### src/rtl/hps_if_pkg.sv
// Shared register map and field positions for the HPS sample reader.
package hps_if_pkg;

  localparam logic [1:0] ADDR_DATA   = 2'd0;
  localparam logic [1:0] ADDR_STATUS = 2'd1;
  localparam logic [1:0] ADDR_CTRL   = 2'd2;
  localparam logic [1:0] ADDR_ID     = 2'd3;

  localparam logic [31:0] ID_VALUE = 32'h5352_0001;

  // STATUS fields
  localparam int unsigned STATUS_EMPTY_BIT    = 0;
  localparam int unsigned STATUS_FULL_BIT     = 1;
  localparam int unsigned STATUS_OVERFLOW_BIT = 2;
  localparam int unsigned STATUS_LEVEL_LSB    = 8;
  localparam int unsigned STATUS_DROP_LSB     = 16;
  localparam int unsigned STATUS_CLEAR_BIT    = 0;

  // CONTROL fields
  localparam int unsigned CTRL_IRQ_EN_BIT = 0;
  localparam int unsigned CTRL_THRESH_LSB = 8;

  // DATA word valid flag
  localparam int unsigned DATA_VALID_BIT = 31;

endpackage

### src/rtl/hps_sample_reader_if.sv
// Avalon-MM slave bus bundle for the HPS sample reader.
interface hps_sample_reader_if;

  logic [1:0]  address;
  logic        read;
  logic        write;
  logic [31:0] writedata;
  logic [31:0] readdata;
  logic        readdatavalid;
  logic        waitrequest;

  modport master (
    output address, read, write, writedata,
    input  readdata, readdatavalid, waitrequest
  );

  modport slave (
    input  address, read, write, writedata,
    output readdata, readdatavalid, waitrequest
  );

endinterface

### src/rtl/sample_fifo.sv
// Synchronous FIFO; a push into a full FIFO is taken when a pop frees the slot in the same cycle.
module sample_fifo #(
  parameter int unsigned DATA_W = 16,
  parameter int unsigned DEPTH  = 16,
  parameter int unsigned AW     = 4
) (
  input  logic              clk,
  input  logic              reset,
  input  logic              push,
  input  logic              pop,
  input  logic [DATA_W-1:0] din,
  output logic [DATA_W-1:0] dout,
  output logic              full,
  output logic              empty,
  output logic [AW:0]       level
);

  localparam logic [AW:0] FullCount = (AW + 1)'(DEPTH);

  logic [DATA_W-1:0] mem [DEPTH];
  logic [AW-1:0]     wptr_q, rptr_q;
  logic [AW:0]       count_q;
  logic              push_ok, pop_ok;

  assign empty   = (count_q == '0);
  assign full    = (count_q == FullCount);
  assign level   = count_q;
  assign dout    = mem[rptr_q];
  assign pop_ok  = pop && !empty;
  assign push_ok = push && (!full || pop_ok);

  // Storage write; contents need no reset since pointers define validity.
  always_ff @(posedge clk) begin
    if (push_ok) mem[wptr_q] <= din;
  end

  // Pointer and occupancy update.
  always_ff @(posedge clk or negedge reset) begin
    if (!reset) begin
      wptr_q  <= '0;
      rptr_q  <= '0;
      count_q <= '0;
    end else begin
      if (push_ok) wptr_q <= wptr_q + AW'(1);
      if (pop_ok)  rptr_q <= rptr_q + AW'(1);
      if (push_ok && !pop_ok)      count_q <= count_q + (AW + 1)'(1);
      else if (pop_ok && !push_ok) count_q <= count_q - (AW + 1)'(1);
    end
  end

endmodule

### src/rtl/hps_sample_reader.sv
// Avalon-MM slave that buffers fabric samples for HPS readout with a fill-level interrupt.
module hps_sample_reader
  import hps_if_pkg::*;
#(
  parameter int unsigned DATA_W = 16,
  parameter int unsigned DEPTH  = 16,
  parameter int unsigned AW     = 4
) (
  input  logic                 clk,
  input  logic                 reset,
  input  logic                 sample_valid,
  input  logic [DATA_W-1:0]    sample_data,
  hps_sample_reader_if.slave   avs,
  output logic                 irq
);

  logic [DATA_W-1:0] fifo_dout;
  logic              fifo_full, fifo_empty;
  logic [AW:0]       fifo_level;

  logic       rd_data, pop_acc, push_acc, drop, wr_en, clr, ctrl_wr;
  logic [7:0] level_next;
  logic       irq_en_q, irq_en_d, overflow_q, overflow_d, irq_d;
  logic [7:0] thresh_q, thresh_d, drop_cnt_q, drop_cnt_d;
  logic [31:0] rdata_d, readdata_q;
  logic       rdv_q;
  logic       unused_wdata;

  assign unused_wdata = ^{avs.writedata[31:16], avs.writedata[7:1]};

  assign rd_data  = avs.read && (avs.address == ADDR_DATA);
  assign pop_acc  = rd_data && !fifo_empty;
  assign push_acc = sample_valid && (!fifo_full || pop_acc);
  assign drop     = sample_valid && !push_acc;
  // A read in the same cycle wins; the write is discarded.
  assign wr_en    = avs.write && !avs.read;
  assign clr      = wr_en && (avs.address == ADDR_STATUS) && avs.writedata[STATUS_CLEAR_BIT];
  assign ctrl_wr  = wr_en && (avs.address == ADDR_CTRL);

  sample_fifo #(
    .DATA_W (DATA_W),
    .DEPTH  (DEPTH),
    .AW     (AW)
  ) u_fifo (
    .clk   (clk),
    .reset (reset),
    .push  (sample_valid),
    .pop   (rd_data),
    .din   (sample_data),
    .dout  (fifo_dout),
    .full  (fifo_full),
    .empty (fifo_empty),
    .level (fifo_level)
  );

  // Next-state for control/status registers and the interrupt.
  always_comb begin
    irq_en_d   = irq_en_q;
    thresh_d   = thresh_q;
    overflow_d = overflow_q;
    drop_cnt_d = drop_cnt_q;
    if (ctrl_wr) begin
      irq_en_d = avs.writedata[CTRL_IRQ_EN_BIT];
      thresh_d = avs.writedata[CTRL_THRESH_LSB +: 8];
      if (thresh_d == 8'd0) thresh_d = 8'd1;
    end
    // A drop in the same cycle as a clear leaves one recorded drop.
    if (drop) begin
      overflow_d = 1'b1;
      if (clr)                     drop_cnt_d = 8'd1;
      else if (drop_cnt_q != 8'hff) drop_cnt_d = drop_cnt_q + 8'd1;
    end else if (clr) begin
      overflow_d = 1'b0;
      drop_cnt_d = 8'd0;
    end
    level_next = 8'(fifo_level);
    if (push_acc && !pop_acc)      level_next = level_next + 8'd1;
    else if (pop_acc && !push_acc) level_next = level_next - 8'd1;
    irq_d = irq_en_d && ((level_next >= thresh_d) || overflow_d);
  end

  // Read data mux for the addressed register.
  always_comb begin
    rdata_d = '0;
    unique case (avs.address)
      ADDR_DATA: begin
        if (!fifo_empty) begin
          rdata_d[DATA_W-1:0]     = fifo_dout;
          rdata_d[DATA_VALID_BIT] = 1'b1;
        end
      end
      ADDR_STATUS: begin
        rdata_d[STATUS_EMPTY_BIT]          = fifo_empty;
        rdata_d[STATUS_FULL_BIT]           = fifo_full;
        rdata_d[STATUS_OVERFLOW_BIT]       = overflow_q;
        rdata_d[STATUS_LEVEL_LSB +: 8]     = 8'(fifo_level);
        rdata_d[STATUS_DROP_LSB +: 8]      = drop_cnt_q;
      end
      ADDR_CTRL: begin
        rdata_d[CTRL_IRQ_EN_BIT]           = irq_en_q;
        rdata_d[CTRL_THRESH_LSB +: 8]      = thresh_q;
      end
      default: rdata_d = ID_VALUE;
    endcase
  end

  // Register state, read response and interrupt.
  always_ff @(posedge clk or negedge reset) begin
    if (!reset) begin
      irq_en_q   <= 1'b0;
      thresh_q   <= 8'd1;
      overflow_q <= 1'b0;
      drop_cnt_q <= 8'd0;
      readdata_q <= '0;
      rdv_q      <= 1'b0;
      irq        <= 1'b0;
    end else begin
      irq_en_q   <= irq_en_d;
      thresh_q   <= thresh_d;
      overflow_q <= overflow_d;
      drop_cnt_q <= drop_cnt_d;
      rdv_q      <= avs.read;
      irq        <= irq_d;
      if (avs.read) readdata_q <= rdata_d;
    end
  end

  assign avs.readdata      = readdata_q;
  assign avs.readdatavalid = rdv_q;
  assign avs.waitrequest   = 1'b0;

endmodule

### src/flat_wrapper.sv
// flat-port wrapper written by rule: the top's interface ports become plain ports
module hps_sample_reader_flat import hps_if_pkg::*;
#(
  parameter int unsigned DATA_W = 16,
  parameter int unsigned DEPTH  = 16,
  parameter int unsigned AW     = 4
)
  (clk, reset, sample_valid, sample_data, irq, avs_address, avs_read, avs_write, avs_writedata, avs_readdata, avs_readdatavalid, avs_waitrequest);
  hps_sample_reader_if avs_i ();
  input  logic clk;
  input  logic reset;
  input  logic sample_valid;
  input  logic [DATA_W-1:0] sample_data;
  output logic irq;
  input wire logic [$bits(avs_i.address)-1:0] avs_address;
  input wire logic [$bits(avs_i.read)-1:0] avs_read;
  input wire logic [$bits(avs_i.write)-1:0] avs_write;
  input wire logic [$bits(avs_i.writedata)-1:0] avs_writedata;
  output wire logic [$bits(avs_i.readdata)-1:0] avs_readdata;
  output wire logic [$bits(avs_i.readdatavalid)-1:0] avs_readdatavalid;
  output wire logic [$bits(avs_i.waitrequest)-1:0] avs_waitrequest;
  assign avs_i.address = avs_address;
  assign avs_i.read = avs_read;
  assign avs_i.write = avs_write;
  assign avs_i.writedata = avs_writedata;
  assign avs_readdata = avs_i.readdata;
  assign avs_readdatavalid = avs_i.readdatavalid;
  assign avs_waitrequest = avs_i.waitrequest;
  hps_sample_reader #(.DATA_W(DATA_W), .DEPTH(DEPTH), .AW(AW)) u_core (.clk(clk), .reset(reset), .sample_valid(sample_valid), .sample_data(sample_data), .avs(avs_i), .irq(irq));
endmodule
### config.mk
export PLATFORM = sky130hd
export DESIGN_NAME = hps_sample_reader_flat
export DESIGN_NICKNAME = d
export VERILOG_FILES = /design/src/rtl/hps_if_pkg.sv /design/src/rtl/hps_sample_reader_if.sv /design/src/rtl/sample_fifo.sv /design/src/rtl/hps_sample_reader.sv /design/src/flat_wrapper.sv
export SDC_FILE = /design/constraint.sdc
export NUM_CORES = 1
export LEC_CHECK = 0
export CAP_MARGIN = 40
export CORE_MARGIN = 2
export CORE_UTILIZATION = 63
export CTS_CLUSTER_DIAMETER = 40
export DETAILED_ROUTE_END_ITERATION = 8
export PLACE_DENSITY_LB_ADDON = 0.05
export RECOVER_POWER = 50
export SKIP_CTS_REPAIR_TIMING = 1
export SLEW_MARGIN = 0
export SYNTH_ARGS = -nofsm -noshare
export SYNTH_HDL_FRONTEND = slang
export SYNTH_HIERARCHICAL = 1
export SYNTH_SLANG_ARGS = --single-unit
export TNS_END_PERCENT = 1
### constraint.sdc
create_clock -name clk -period 5.4 [get_ports clk]
set_input_delay 1.08 -clock clk [delete_from_list [all_inputs] [get_ports clk]]
set_output_delay 1.08 -clock clk [all_outputs]
set_load 0.02 [all_outputs]
Yosys cells after proc, flatten, opt, wreduce, memory -nomap -nowiden
Memories as Yosys holds them, arrays and structs flattened.
Cells that the tools add are included.
{ "word_totals": {"ram_bits": 256, "memories": 1, "wordCells": 74, "input_bits": 55, "output_inout_bits": 35, "regBits": 65} }
{ "mem_list": {"columns": ["memory", "words", "word_bits", "read_ports", "rd_clocked_by_memory_dff", "write_ports", "line_no", "rtl"], "rows": [
  ["u_core.u_fifo.mem", 16, 16, 1, 0, 1, "sample_fifo.sv:20", "logic [DATA_W-1:0] mem [DEPTH];"]
]} }
{ "op_classes": {"n_reduce_logical": 27, "add_sub_neg": 7, "muxes": 24, "magnitude_cmp": 1, "eq_ne": 4} }
{ "ops": {"columns": ["cell", "count"], "rows": [
  ["8-bit two-way mux", 8],
  ["8-bit case mux with 3 select lines", 1],
  ["16-bit two-way mux", 1],
  ["8-bit case mux with 2 select lines", 1],
  ["5-bit two-way mux", 3],
  ["1-bit logical AND", 11],
  ["4-bit by 1-bit adder with 4-bit output (second input constant)", 2],
  ["8-bit by 1-bit adder with 8-bit output (second input constant)", 1],
  ["8-bit >= comparator", 1],
  ["8-bit zero test", 1],
  ["8-bit != test (second input constant)", 1],
  ["1-bit two-way mux", 7],
  ["7-bit two-way mux", 1],
  ["5-bit by 1-bit adder with 6-bit output (second input constant)", 1],
  ["2-bit nonzero test", 3],
  ["5-bit by 1-bit subtractor with 6-bit output (second input constant)", 1],
  ["5-bit by 1-bit adder with 5-bit output (second input constant)", 1],
  ["5-bit equality test (second input constant)", 1],
  ["1-bit zero test", 5],
  ["5-bit zero test", 1],
  ["5-bit by 1-bit subtractor with 5-bit output (second input constant)", 1],
  ["2-bit case mux with 2 select lines", 1],
  ["1-bit case mux with 3 select lines", 1],
  ["3-bit OR reduction", 1],
  ["6 further kinds", 7]
]} }

Logic depth before layout (Yosys ltp)
{ "depth": {"depth_word": 12, "depth_mapped": 12, "ltp_nobuf": 11} }

Modules after synthesis
The synthesis kept the hierarchy.
{ "by_module_without_submodules": {"columns": ["mod", "cells_per_inst", "seq_area_each_um2", "area_each_um2", "instances"], "rows": [
  ["sample_fifo", 553, 8012.7, 10590.2, 1],
  ["hps_sample_reader", 276, 1152.4, 2570.0, 1]
]} }

Worst setup path after synthesis
No wires, ideal clock.
{ "synth_timing": {"kind": "in2reg", "startpoint": "in avs_address[1]", "endpoint": "mem u_core.u_fifo.mem[0][0] (enable)", "required_ps": 4991, "path_buffers": 3, "path_stages": 7, "t_arrival_ps": 3250, "setup_time_ps": 409, "path_slack_ps": 1741, "path_cell_list": "clkbuf_1 > clkbuf_1 > nor3b_1 > o31a_1 > buf_6 > nand2_1 > nor3_1"} }
{ "synth_between": {"elab_chain_len": 7} }
{ "synth_rtl": {"columns": ["element", "line_no", "rtl"], "rows": [
  ["start, declared", "flat_wrapper.sv:15", "input wire logic [$bits(avs_i.address)-1:0] avs_address;"],
  ["2-bit zero test", "hps_sample_reader.sv:31", "assign rd_data = avs.read && (avs.address == ADDR_DATA);"],
  ["1-bit logical AND", "hps_sample_reader.sv:31", null],
  ["net u_core.rd_data", "hps_sample_reader.sv:21", "logic rd_data, pop_acc, push_acc, drop, wr_en, clr, ctrl_wr;"],
  ["1-bit logical AND", "sample_fifo.sv:29", "assign pop_ok = pop && !empty;"],
  ["1-bit logical OR", "sample_fifo.sv:30", "assign push_ok = push && (!full || pop_ok);"],
  ["1-bit logical AND", "sample_fifo.sv:30", null],
  ["net u_core.u_fifo.push_ok", "sample_fifo.sv:23", "logic push_ok, pop_ok;"],
  ["1-bit two-way mux", "sample_fifo.sv:34", "if (push_ok) mem[wptr_q] <= din;"],
  ["1-bit two-way mux (not written as such)", "sample_fifo.sv:34", null],
  ["end, declared", "sample_fifo.sv:20", null]
]} }
The timed path passes the listed nets, and every way through them passes these cells.

Worst setup path in the final report
{ "layout_timing": {"startpoint": "in avs_address[1]", "endpoint": "reg u_core.irq"} }
{ "layout_between": {"elab_chain_len": 12, "word_cells_on_any_way": 24, "classes_between": "order compare: 1; eq/ne: 2; mux: 6; reduce/logical: 15"} }
{ "layout_rtl": {"columns": ["element", "line_no", "rtl"], "rows": [
  ["2-bit zero test", "hps_sample_reader.sv:31", null],
  ["1-bit logical AND", "hps_sample_reader.sv:31", null],
  ["1-bit logical AND", "hps_sample_reader.sv:32", "assign pop_acc = rd_data && !fifo_empty;"],
  ["1-bit logical OR", "hps_sample_reader.sv:33", "assign push_acc = sample_valid && (!fifo_full || pop_acc);"],
  ["1-bit logical AND", "hps_sample_reader.sv:33", null],
  ["1-bit zero test", "hps_sample_reader.sv:34, hps_sample_reader.sv:78", null],
  ["1-bit logical AND", "hps_sample_reader.sv:78", "else if (pop_acc && !push_acc) level_next = level_next - 8'd1;"],
  ["8-bit two-way mux", "hps_sample_reader.sv:78", null],
  ["8-bit two-way mux", "hps_sample_reader.sv:77", "if (push_acc && !pop_acc) level_next = level_next + 8'd1;"],
  ["8-bit >= comparator", "hps_sample_reader.sv:79", "irq_d = irq_en_d && ((level_next >= thresh_d) || overflow_d);"],
  ["1-bit logical OR", "hps_sample_reader.sv:79", null],
  ["1-bit logical AND *", "hps_sample_reader.sv:79", null],
  ["net u_core.irq_d", "hps_sample_reader.sv:23", "logic irq_en_q, irq_en_d, overflow_q, overflow_d, irq_d;"],
  ["end signal, assigned", "hps_sample_reader.sv:123", "irq <= irq_d;"],
  ["end, declared", "hps_sample_reader.sv:14", "output logic irq"]
]} }
The timed path passes the listed nets; every way through them passes the cells marked *.
A chain may end at the register's enable or synchronous reset.

==> qor.yml <==
cts:
  cts.path.max_buffers: 3
  cts_root_buffer: "clkbuf_16"
  cts_made_buffers: 37
  cts_max_level: 2
  clk_pin_slew_ns: 0.05
  cts_tree: "built"
  cts_sinks: 315
  clk_latency_ns: 0.52
layout:
  fillers: 1210
  post_route_cells_drive_above_1_share_pct: 15.3
  fin_nets: 988
  areaGrowthSynthToFinish_pct: 16.9
  layout_common_cells: "256 x edfxtp_1, 72 x mux2i_1, 57 x dfrtp_1, 44 x nand2_1, 43 x clkdlybuf4s50_1"
  final_common_cell: "edfxtp_1"
  final_util_pct: 75.6
  diodes: 0
grt:
  grt_use_total_pct: 28.7
  grt_max_degree: 60
  grt_pass1_wl_um: 46500
  grt_pass1_vias: 7974
  antenna_found_initial: 0
  overflow: 0
placed_design:
  place_congestion: 0.839
  portBuffers: 62
  post-dp-hpwl_um: 19000
synth:
  synth_top_area_share_pct: 58.4
  synthAdderAreaFrac_pct: 2.05
  yosys_warnings: 6
  synth_top_family_by_area: "multiplexers"
  ys_seq_area_share_pct: 69.6
  syn_area_per_cell_um2: 15.9
  synth.cell_area_um2: 13200
  synth.distinct_cells: 64
  async_flop_share_pct: 18.7
  synth_seq_cells: 315
  yosys.area_share.simple_pct: 5.05
  synth_area_leaders: "edfxtp_1 58%, dfrtp_1 11%, mux2i_1 5.5%"
  synthXorXnorAreaFrac_pct: 0.932
  synthMuxAreaShare_pct: 11.1
  ys.flop_type: "edfxtp_1"
  syn_inst: 829
  synth-edff-count: 256
  post-synth-top-area-cell: "edfxtp_1"
  synth_compound_area_share_pct: 7.97
sta:
  slew_viol_final: 0
  setup_viol: 0
  whs_ns: 0.520
  clock_skew_ns: 0.0132
  period_minus_slack_ns: 3.99
  fmax_mhz: 251
  rsz0062_at_grt: "no"
  fin_tns_setup_ns: 0
  slew_headroom_pct: 26.5
  fin_crit_sh_pct: 73.8
  worstMarginPinSlew_ns: 1.10
  hold_viol_final: 0
power_and_ir_drop:
  total_power_mw: 7.84
  worst_ir_drop_vdd_v: 0.000376
  p_per_area_nw_per_um2: 510
  total_leakage_power_nw: 5.53
critical_path:
  required_ns: 5.78
  critPathMaxFanout: 15
  path_class: "in2reg"
  cp.arrival_ns: 4.37
  critPathLaunchType: "input pin"
  rrSetupSlack_ns: 1.49
  cp-end-kind: "register"
floorplan:
  rows: 52
  num_io_pins: 90
  die_h_um: 149
  die_x_um: 149
  initial_core_util_pct: 64.6
  core_area_um2: 20400
  die-area_um2: 22100
drt:
  dr.pass1.iters: 7
  num_vias: 7798
  first_iter_violations: 761
  viasPerCell: 6.44
  wl_per_cell_um: 25.2
  drc_errors: 0
  totalWireLength_um: 30500
  antenna_left: 0
run_status:
  status: "finished clean"
run:
  drv_cap: 0
min_path:
  min_path_type: "reg2reg"
==> layout make-up <==
cell class	count	area [um2]	area share [%]
Tap cell	270	338	2.20
Inverter	37	139	0.902
Multi-Input combinational cell	427	3610	23.5
Clock buffer	47	1050	6.80
Clock inverter	21	150	0.976
Sequential cell	315	9170	59.6
Timing Repair Buffer	94	935	6.07
==> sequential cells by signal (all words and copies together) (netlist names) <==
signal and flops:
u_core/avs.readdata 26, u_core/avs.readdatavalid 1, u_core/drop_cnt_q 8, u_core/irq 1, u_core/irq_en_q 1, u_core/overflow_q 1, u_core/thresh_q 8, u_core/u_fifo/level 5
u_core/u_fifo/mem 256, u_core/u_fifo/rptr_q 4, u_core/u_fifo/wptr_q 4
==> final timing paths <==
check,startpoint,to,cells past startpoint
setup / recovery,avs_address[1],u_core/irq,9
hold / removal,u_core/drop_cnt_q[5],u_core/drop_cnt_q[5],1
setup reg to reg,u_core/u_fifo/level[0],u_core/irq,12
hold reg to reg,u_core/drop_cnt_q[5],u_core/drop_cnt_q[5],1
max in group asynchronous,reset,u_core/u_fifo/rptr_q[0],2
min in group asynchronous,reset,u_core/avs.readdata[6],2
==> cell families after synthesis <==
logic type | count (synthesis)
xor+xnor | 14
other cells | 1
flops | 315
fa+ha+maj | 21
mux | 106
compound gates | 152
simple gates | 130
buf+inv | 90
==> cells in the mapped netlist, drive strengths merged (2+ instances only) <==
cell     count
nor2b        2
nand3b       2
o31a         2
edfxtp     256
mux4        32
a22oi       25
nand3        8
nor3b        2
o31ai        3
inv         37
nor3         8
or4          2
and2         3
a31oi        4
o211ai       3
ha          20
nand2b       5
nand4        2
a2bb2oi      5
xor2         3
mux2         2
clkbuf      20
nand2       45
mux2i       72
o21ai       35
nor2        35
dfrtp       58
a21oi       19
and3         6
a211oi       3
xnor2       11
buf         33
a21o         5
a221oi      32
o22ai       10
nor4b        3
==> critical path: stages <==
cell and delay (ns):
dlygate4sd3_1 0.90, and2b_1 0.32, and3b_1 0.54, mux2i_1 0.33, ha_1 0.27, o21ai_0 0.21
a21oi_1 0.08, o31a_1 0.25, o41a_1 0.39
==> metrics by stage <==
| step | instances | instance area (um2) | setup slack, ns |
|---|---|---|---|
| after floorplan | 832 | 13200 | 1.74 |
| after global placement | 1141 | 14100 | 1.15 |
| after detailed placement | 1143 | 14200 | 1.06 |
| after CTS | 1211 | 15400 | 1.54 |
| after global routing | 1211 | 15400 | 1.23 |
| final | 1211 | 15400 | 1.41 |
==> layer usage <==
metal	vias up	global-route usage [%]	routed length, um
met4	0	8.33	725
li1	3392	-	-
met5	-	0	0
met1	3984	39.2	11900
met3	66	5.00	2250
met2	356	48.4	15600
==> power by group <==
group | internal [mW] | switching (mW) | leakage [nW]
registers | 2.95 | 0.252 | 3.06
logic | 0.959 | 1.31 | 1.91
clock network | 1.39 | 0.979 | 0.566
(Power assumes the default switching activity.)
==> edit (config.mk and constraints unchanged) <==
`STATUS_LEVEL_LSB`: 8 -> 7.
--- a/src/rtl/hps_if_pkg.sv
+++ b/src/rtl/hps_if_pkg.sv
@@ -12,7 +12,7 @@
   localparam int unsigned STATUS_EMPTY_BIT    = 0;
   localparam int unsigned STATUS_FULL_BIT     = 1;
   localparam int unsigned STATUS_OVERFLOW_BIT = 2;
-  localparam int unsigned STATUS_LEVEL_LSB    = 8;
+  localparam int unsigned STATUS_LEVEL_LSB    = 7;
   localparam int unsigned STATUS_DROP_LSB     = 16;
   localparam int unsigned STATUS_CLEAR_BIT    = 0;
 
Function: changed (a bounded check fails within 4 cycles, from zero or initial values and one cycle with reset low).
==> edit against the unedited design <==
  * The run now ends with capacitance limit, slew limit left
  * Cell count unchanged
  * Worst hold slack worse by 43 ps
  * Register-to-register slack better by 290 ps
  * Setup slack worse by 480 ps
  * Total power down 2.1%
  * Routed wire length down 4.9%
  * Die area about the same
  * Sequential cell count unchanged
  * Area after synthesis about the same
  * Final area down 0.61%
  * Sequential share of layout area up 0.37 points
  * Clock skew down 1.5 ps
  * Combinational power down 5%
  * Maximum frequency down 11%
  * Critical path type unchanged
==> edit: results (changes against the unedited design) <==
- The fraction of met3 tracks used by global routing is 0.04785 (-0.002147).
- Yosys attributes the largest share of cell area to sky130_fd_sc_hd__edfxtp_1 (58%), sky130_fd_sc_hd__dfrtp_1 (11%), sky130_fd_sc_hd__mux2i_1 (5.6%), sky130_fd_sc_hd__mux4_2 (5.5%), sky130_fd_sc_hd__a221oi_1 (2.1%).
- The post-route clock skew is 11.72 ps (-1.450 ps).
- The final critical path time including I/O delays and setup is 4466 ps (+480.2 ps).
- The commonest cells after synthesis are sky130_fd_sc_hd__edfxtp_1 (256), sky130_fd_sc_hd__mux2i_1 (73), sky130_fd_sc_hd__dfrtp_1 (58).
- The switching power is 2.430 mW (-4.3%).
- The number of maximum-capacitance violations was 1 (+1).
- The kind of cell with the highest combined delay along the critical path is buffers and inverters.
- The critical path's largest stage delay is 1370 ps (+470 ps).
- The estimated wirelength of the detail-placed design was 18560 um (-2.3%).
- The count of different cell masters after synthesis is 61 (-4.7%).
- The flow ran to the end, but the final reports show violations.
- The portion of the post-synthesis area used by sequential elements came to 0.6967 (about the same).
- The met2 routing resource usage after global routing was 0.4521 (-0.03148).
- The global-route usage over all layers came to 0.2737 (-0.01340).
- The final reports fail on capacitance limit, slew limit.
- The final max-slew violation count is 46 (+46).
- The highest net fanout along the worst path is 45 (+30).
- The static leakage power is 5.481 nW (-0.98%).
- The total placed cells including tap cells came to 1146 (+0.26%).
- The maximum vdd ir drop is 0.0003749 V (-0.36%).
- The number of iterations in the first detailed-routing pass came to 5 (-2).
- The clock insertion delay at the later pin of the skew report is 500 ps (-20 ps).
- The first-pass GRT wire length came to 44730 um (-3.8%).
- The cell type of the slowest stage on the worst timing path is sky130_fd_sc_hd__clkbuf_1.
- The minimum hold slack is 477.8 ps (-42.69 ps).
- The arrival time at the worst endpoint came to 4840 ps (+470 ps).
- The met1 track demand over resource in global routing is 0.3796 (-0.01256).
edit: cell count changes after synthesis, sizes merged, moves of 4 or more:
cell | unedited run | this run
buf | 33 | 38
and3 | 6 | 0
o21ai | 35 | 39
clkbuf | 20 | 15
nor2 | 35 | 29
edit: kinds of logic (layout without fill, tap and decap cells):
family	Yosys count	after routing	synth area share
DFF	315	315	0.6967
AOI/OAI and AO/OA	153	153	0.07989
and+or+nand+nor	126	126	0.04879
muxes	107	107	0.1120
buffers and inverters	92	201	0.03243
adders and majority gates	21	21	0.02054
xor gates and xnor gates	14	14	0.009321
other	1	4	0.0002851
edit: final timing paths:
path,from,end,depth (start not counted)
max,avs_read,u_core/irq,9
min,u_core/avs.readdata[10],u_core/avs.readdata[10],1
max reg2reg,u_core/u_fifo/level[0],u_core/irq,11
min reg2reg,u_core/avs.readdata[10],u_core/avs.readdata[10],1
max in group asynchronous,reset,u_core/u_fifo/rptr_q[0],2
min in group asynchronous,reset,u_core/avs.readdata[3],2
edit: power groups by stage:
stage	clock [mW]	combinational, mW	sequential, mW
4_1_cts	2.33	2.15	3.23
3_3_place_gp	0	1.98	3.32
6_report	2.30	2.15	3.23
5_1_grt	2.42	2.32	3.26
2_1_floorplan	0	1.51	3.17
3_5_place_dp	0	2.12	3.27
edit: routing by layer:
layer  part of all wire  vias up
met1               0.40     3906
met3              0.074       65
li1                   -     3390
met4              0.029        0
met5                  0        -
met2               0.50      340
edit: cell type report:
type                       count  area (um^2)
fill                        1216         5069
clock buffer                  42        944.7
timing repair buffer          98        910.9
multi-input combinational    425         3597
inverter                      39        146.4
sequential                   315         9169
clock inverter                22        190.2
tap                          270        337.8
